--- src/rtl/lsu_dq_pkg.sv ---
// Shared LSU dispatch-queue constants and Gray-code helpers.
// Used by the dispatch side and the LSU issue side.
package lsu_dq_pkg;

  localparam int LSU_DQ_DEPTH = 16;
  localparam int LSU_INSTR_W  = 113;
  localparam int LSU_PTR_W    = 5;

  typedef logic [LSU_PTR_W-1:0] lsuPtr_t;

  function automatic lsuPtr_t bin2gray(
    input lsuPtr_t b
  );
    return b ^ (b >> 1);
  endfunction

  function automatic lsuPtr_t gray2bin(
    input lsuPtr_t g
  );
    lsuPtr_t b;
    b = g;
    for (int i = LSU_PTR_W - 2; i >= 0; i--)
      b[i] = b[i+1] ^ g[i];
    return b;
  endfunction

endpackage

--- src/rtl/lsu_gray_sync.sv ---
// Multi-flop synchronizer for a Gray-coded pointer crossing clocks.
// Ports: clk, rst (async high), d (async in), q (last stage).
module lsu_gray_sync #(
  parameter int WIDTH  = 5,
  parameter int STAGES = 2
) (
  input  logic             clk,
  input  logic             rst,
  input  logic [WIDTH-1:0] d,
  output logic [WIDTH-1:0] q
);

  logic [WIDTH-1:0] stg [STAGES];

  always_ff @(posedge clk or posedge rst) begin
    if (rst) begin
      for (int i = 0; i < STAGES; i++)
        stg[i] <= '0;
    end else begin
      stg[0] <= d;
      for (int i = 1; i < STAGES; i++)
        stg[i] <= stg[i-1];
    end
  end

  assign q = stg[STAGES-1];

endmodule

--- src/rtl/lsu_dispatch_queue.sv ---
// Write side of the dispatch->LSU async queue: slot array, Gray
// write pointer, synchronized read pointer and registered full.
// Ports: clk, rst (async high), i_Valid_1/i_Instruction_113 in,
// o_Ready_1, o_Full_1, o_InstructionToLSUIssue_1808 (flat slots),
// o_LsuGray_5 (wr ptr), i_LsuRdGray_5 (async rd ptr).
// Option: LSU_DQ_OCCUPANCY_EN adds o_LSUCount_5 occupancy output.
module lsu_dispatch_queue
  import lsu_dq_pkg::*;
#(
  parameter int DEPTH       = LSU_DQ_DEPTH,
  parameter int INSTR_W     = LSU_INSTR_W,
  parameter int SYNC_STAGES = 2,
  localparam int AW = $clog2(DEPTH),
  localparam int PW = AW + 1
) (
  input  logic                     clk,
  input  logic                     rst,
  input  logic                     i_Valid_1,
  input  logic [INSTR_W-1:0]       i_Instruction_113,
  output logic                     o_Ready_1,
  output logic [DEPTH*INSTR_W-1:0] o_InstructionToLSUIssue_1808,
  output logic [PW-1:0]            o_LsuGray_5,
  input  logic [PW-1:0]            i_LsuRdGray_5,
`ifdef LSU_DQ_OCCUPANCY_EN
  output logic [PW-1:0]            o_LSUCount_5,
`endif
  output logic                     o_Full_1
);

  logic [INSTR_W-1:0] slots [DEPTH];
  logic [PW-1:0]      wrBin;
  logic [PW-1:0]      wrBinNxt;
  logic [PW-1:0]      wrGrayInt;
  logic [PW-1:0]      wrGray;
  logic [PW-1:0]      rdSync;
  logic [PW-1:0]      rdFull;
  logic               fullQ;
  logic               enq;

  lsu_gray_sync #(
    .WIDTH  (PW),
    .STAGES (SYNC_STAGES)
  ) uRdSync (
    .clk (clk),
    .rst (rst),
    .d   (i_LsuRdGray_5),
    .q   (rdSync)
  );

  assign enq       = i_Valid_1 & ~fullQ;
  assign wrBinNxt  = wrBin + {{AW{1'b0}}, enq};
  // Gray of the pointer as it will be after this edge, so the
  // full flag lands in the very cycle after the filling write.
  assign wrGrayInt = bin2gray(wrBinNxt);
  // Read pointer one lap behind: top two Gray bits inverted.
  assign rdFull    = {~rdSync[PW-1:PW-2], rdSync[PW-3:0]};

  always_ff @(posedge clk or posedge rst) begin
    if (rst) begin
      wrBin  <= '0;
      wrGray <= '0;
      fullQ  <= 1'b0;
      for (int k = 0; k < DEPTH; k++)
        slots[k] <= '0;
    end else begin
      // Published pointer trails the slot write by one cycle.
      wrGray <= bin2gray(wrBin);
      fullQ  <= (wrGrayInt == rdFull);
      if (enq) begin
        slots[wrBin[AW-1:0]] <= i_Instruction_113;
        wrBin                <= wrBinNxt;
      end
    end
  end

  for (genvar k = 0; k < DEPTH; k++) begin : gFlat
    assign o_InstructionToLSUIssue_1808[k*INSTR_W +: INSTR_W] = slots[k];
  end

  assign o_LsuGray_5 = wrGray;
  assign o_Full_1    = fullQ;
  assign o_Ready_1   = ~fullQ;

`ifdef LSU_DQ_OCCUPANCY_EN
  logic [PW-1:0] cntQ;

  always_ff @(posedge clk or posedge rst) begin
    if (rst)
      cntQ <= '0;
    else
      cntQ <= wrBin - gray2bin(rdSync);
  end

  assign o_LSUCount_5 = cntQ;
`endif

endmodule

--- config.mk ---
export PLATFORM = sky130hd
export DESIGN_NAME = lsu_dispatch_queue
export DESIGN_NICKNAME = d
export VERILOG_FILES = /design/src/rtl/lsu_dq_pkg.sv /design/src/rtl/lsu_gray_sync.sv /design/src/rtl/lsu_dispatch_queue.sv
export SDC_FILE = /design/constraint.sdc
export NUM_CORES = 2
export LEC_CHECK = 0
export CAP_MARGIN = 5
export CORE_AREA = 8 8 737 739
export DETAILED_ROUTE_END_ITERATION = 6
export DIE_AREA = 0 0 745 747
export GPL_TIMING_DRIVEN = 0
export PLACE_DENSITY = 0.3
export SETUP_SLACK_MARGIN = 0.5
export SYNTH_ARGS = -nofsm -noshare
export SYNTH_HDL_FRONTEND = slang
export SYNTH_SLANG_ARGS = --single-unit
--- constraint.sdc ---
create_clock -name clk -period 73.4 [get_ports clk]
set_input_delay 11.01 -clock clk [delete_from_list [all_inputs] [get_ports clk]]
set_output_delay 11.01 -clock clk [all_outputs]
set_load 0.01 [all_outputs]
# [After elaboration in Yosys (flattened, before gate mapping)]
# Cells that the tools add are included.
[word_totals] out_inout_bits=1815 regBits=1829
[classes] n_bitwise=6 n_reduce_logical=1 n_mux=3 n_eq_ne=1 order_cmp=2 add_sub_neg=1
[op_table] operator="$bwmux 1808" count=1
[op_table] operator="$demux 113 s4" count=1
[op_table] operator="$mux 113" count=1
[op_table] operator="$xor 5x4->5" count=2
[op_table] operator="$add 5x1->5" count=1
[op_table] operator="$eq 5x5->1" count=1
[op_table] operator="$ge 5x5->1 const B" count=1
[op_table] operator="$lt 5x1->1 const B" count=1
[op_table] operator="$not 4->5" count=1
[op_table] operator="$not 2->2" count=1
[op_table] operator="$and 1x1->1" count=1
[op_table] operator="$logic_and 1x1->1" count=1
[op_table] operator="$not 1->1" count=1

# [Longest topological paths before layout]
[depth] ltp_word=6 depth_mapped=9 depth_no_buf=7

# [Modules after synthesis]
# Synthesis repeated with hierarchy kept, for this count alone.
[hier_totals] cells_unflattened=4015 area_unflattened_um2=69909.5
[by_module_without_submodules] mod="lsu_dispatch_queue" cells_each=3999 area_per_inst_um2=69618.0 seq_area_each_um2=45518.7 instances=1
[by_module_without_submodules] mod="lsu_gray_sync" cells_each=16 area_per_inst_um2=291.5 seq_area_each_um2=250.2 instances=1

# [Worst setup path after synthesis]
# OpenSTA, ideal clock, no wires.
[synth_path] kind="input port to flip-flop" from="in i_Valid_1" to="reg fullQ, in the netlist o_Full_1" path_stages=9 required_ps=73296 setup_slack_ps=60521 path_buffers=2 arrival_time_ps=12775 setup_ps=104 path_cell_list="nor2b_2 > buf_4 > buf_6 > ha_1 > ha_1 > xor3_1 > nor3_1 > a22oi_1 > a221oi_1"
[synth_between] elab_chain_cells=4
[synth_lines] item="start, declared" line="lsu_dispatch_queue.sv:18" text="input logic i_Valid_1,"
[synth_lines] item="$and 1x1->1" line="lsu_dispatch_queue.sv:50" text="assign enq = i_Valid_1 & ~fullQ;"
[synth_lines] item="via enq" line="lsu_dispatch_queue.sv:38" text="logic enq;"
[synth_lines] item="$add 5x1->5" line="lsu_dispatch_queue.sv:51" text="assign wrBinNxt = wrBin + {{AW{1'b0}}, enq};"
[synth_lines] item="$xor 5x4->5" line="lsu_dq_pkg.sv:14" text="return b ^ (b >> 1);"
[synth_lines] item="$eq 5x5->1" line="lsu_dispatch_queue.sv:68" text="fullQ <= (wrGrayInt == rdFull);"
[synth_lines] item="end signal, assigned" line="lsu_dispatch_queue.sv:68"
[synth_lines] item="end, declared" line="lsu_dispatch_queue.sv:37" text="logic fullQ;"
# The timed path passes the listed nets, and every way through them passes these cells.
# A chain may end at the register's enable or synchronous reset.

# [Worst setup path in the final report]
[layout_path] from="in i_Valid_1" to="reg slots (netlist bit o_InstructionToLSUIssue_1808[624])"
[layout_between] elab_chain_cells=1
[layout_lines] item="$and 1x1->1" line="lsu_dispatch_queue.sv:50"
[layout_lines] item="end signal, assigned by index" line="lsu_dispatch_queue.sv:70" text="slots[wrBin[AW-1:0]] <= i_Instruction_113;"
[layout_lines] item="end, declared" line="lsu_dispatch_queue.sv:30" text="logic [INSTR_W-1:0] slots [DEPTH];"
# No other way between the ends.

==> impl_metrics.yaml <==
synthesis:
  yosysTopAreaCell: "dfrtp_1"
  netlist.area_leader.share: 0.6644
  synth-main-ff-cell: "dfrtp_1"
  async_flop_share: 1.000
  syn-instance-count: 4008
  synth-edff-count: 0
  yosys.cell_types.count: 31
  syn_avg_cell_area_um2: 17.19
  synth-seq-area-share: 0.6644
  yosys-top-cells-area: "dfrtp_1, mux2_2, mux2_4, mux2_1, buf_2"
  syn_area_mm2: 0.06888
  yosys_register_bits: 1829
  syn_nets: 4140
  yosysWarnings: 0
clock_tree:
  cts_tree: "yes"
  root_buffer: "clkbuf_16"
  clock_latency_ns: 0.97
  cts_made_buffers: 241
  cts_resized: 0
  cts.sinks: 1829
  cts.path.max_buffers: 4
  htreeDepth: 4
  holdBufCountCts: 0
  post_cts_buffers: 0
  clk_pin_slew_ns: 0.06
global_routing:
  overflow: 0
  antenna_found_initial: 48
  grt_first_pass_wirelength_um: 535400
  grt_max_degree: 110
  grt_pass1_vias: 48840
  globalRouteTotalUtil: 0.1442
outcome:
  outcome: "complete, no violations"
setup_path:
  arrival_ns: 14.70
  worstSetupEndpointType: "register"
  worstPathMaxFanout: 11
  crit_type: "primary input to register"
  start_kind: "primary input"
  cp.required_ns: 74.14
finish:
  layout.cells.non_filler: 13460
  final_nets: 6346
  layout-drive-gt1-share: 0.3671
  syn2layout_area_growth_pct: 54.14
timing:
  layout_min_cycle_time_ns: 13.97
  hold_violations: 0
  drv_slew: 0
  setup_viol: 0
  fin_skew_ns: 0.1043
  max_slew_margin: 0.1394
  worstMarginPinSlew_ns: 1.291
  setup_slack_ns: 59.43
  clock.fmax_mhz: 71.61
  rsz0062_at_grt: "no"
  tns_ns: 0
  period_share: 0.1903
  holdWs_ns: 0.3490
drt:
  wl_um: 417500
  wl_per_cell_um: 31.03
  dr.pass1.iters: 4
  drcViolationCount: 0
  via_count: 44430
  ant_nets: 0
  drtIter0Drc: 1554
  vias_per_cell: 3.302
die:
  core-area_mm2: 0.5311
  fp.dieW_um: 745
  rows: 268
  die_h_um: 747
  dieArea_mm2: 0.5565
  ios: 1936
  initial_core_util: 0.1297
placed_design:
  io_buffer_count: 1935
  dp_slack_ns: 58.26
  post-place-cells: 12990
  routabilityCongestion: 0.7629
  dpl.hpwl_um: 326900
pwr:
  ir_drop_v: 0.00002528
  powerDensity_mw_per_mm2: 47.92
  total_power_mw: 5.088
  p_leak_nw: 45.82
job:
  maxCapViolations: 0
worst_hold_path:
  hold_class: "register to register"
registers in the layout (all words and copies together), names as in the netlist:
register and flops:
wrBin 5, o_LsuGray_5 5, uRdSync.stg 5, uRdSync.q 5, o_Full_1 1, o_InstructionToLSUIssue_1808 1808
logic make-up (layout without fill, tap and decap cells):
group / after synthesis / after routing / synth area share
buffers and inverters: 314 / 2724 / 0.02423
other: 0 / 17 / 0
xor gates and xnor gates: 8 / 8 / 0.001235
adders and majority gates: 11 / 11 / 0.001998
muxes: 1808 / 1808 / 0.3047
DFF: 1829 / 1829 / 0.6644
and+or+nand+nor: 29 / 29 / 0.002452
AOI/OAI and AO/OA: 9 / 9 / 0.0009446
cell usage in the layout (no fill, tap or decap), drive strengths merged, types with 12 or more instances in the layout:
cell type,netlist,routed
inv,6,12
clkinv,0,47
mux2,1808,1808
clkdlybuf4s50,0,1933
clkbuf,113,489
nand3,14,14
buf,195,225
dfrtp,1829,1829
diode,0,17
bufinv,0,14
worst paths after layout:
path	from	endpoint	slack (ns)	cells after the start
min reg2reg	uRdSync.stg[8]$_DFF_PP0_	uRdSync.q[3]$_DFF_PP0_	0.35	0
max	i_Valid_1	o_InstructionToLSUIssue_1808[624]$_DFFE_PP0P_	59.43	7
max reg2reg	wrBin[3]$_DFFE_PP0P_	o_InstructionToLSUIssue_1808[624]$_DFFE_PP0P_	69.38	6
min in group asynchronous	rst	o_InstructionToLSUIssue_1808[1042]$_DFFE_PP0P_	10.59	2
max in group asynchronous	rst	o_InstructionToLSUIssue_1808[526]$_DFFE_PP0P_	59.79	7
min	uRdSync.stg[8]$_DFF_PP0_	uRdSync.q[3]$_DFF_PP0_	0.35	0
cell type report:
cell class,count,area [um2]
clock buffers,376,7358
multi-input cells,1865,21450
flip-flops and latches,1829,45770
fillers,57250,425000
well taps,7020,8783
diodes,17,42.54
repair buffers,1963,20080
inverters,6,30.03
plain buffers,308,1663
clock inverters,71,1005
per-stage QoR:
step	area, um2	util
final	106200	0.1999
after detailed placement	97780	0.1841
after global placement	97040	0.1827
after CTS	106100	0.1998
after global routing	106100	0.1998
after floorplan	68880	-
synth_stat cells, types with 5 or more instances:
cell type / n
mux2_4: 168
inv_1: 6
dfrtp_1: 1829
buf_2: 137
mux2_2: 1548
nand2_1: 6
buf_6: 27
xnor2_1: 5
buf_4: 31
ha_1: 11
clkbuf_1: 113
mux2_1: 92
nand3_1: 11
critical path, cell delays in order:
cell and delay [ns]:
clkdlybuf4s50_1 0.39, nor2b_2 0.17, buf_4 0.18, nand3_1 0.69
buf_2 1.08, buf_2 0.69, mux2_2 0.41
routing by layer:
layer | up-vias | GRT usage | routed length [um]
met5 | - | 0 | 118
met4 | 20 | 0.03564 | 11620
met3 | 377 | 0.06588 | 44390
met2 | 1620 | 0.2618 | 213500
met1 | 23820 | 0.1501 | 147900
li1 | 18590 | - | -
power breakdown:
group | total [mW] | internal [mW] | switching (mW)
combinational | 2.15 | 1.12 | 1.03
clock | 1.25 | 0.737 | 0.509
sequential | 1.69 | 1.44 | 0.246
total | 5.09 | 3.30 | 1.78
(Power assumes the default switching activity.)
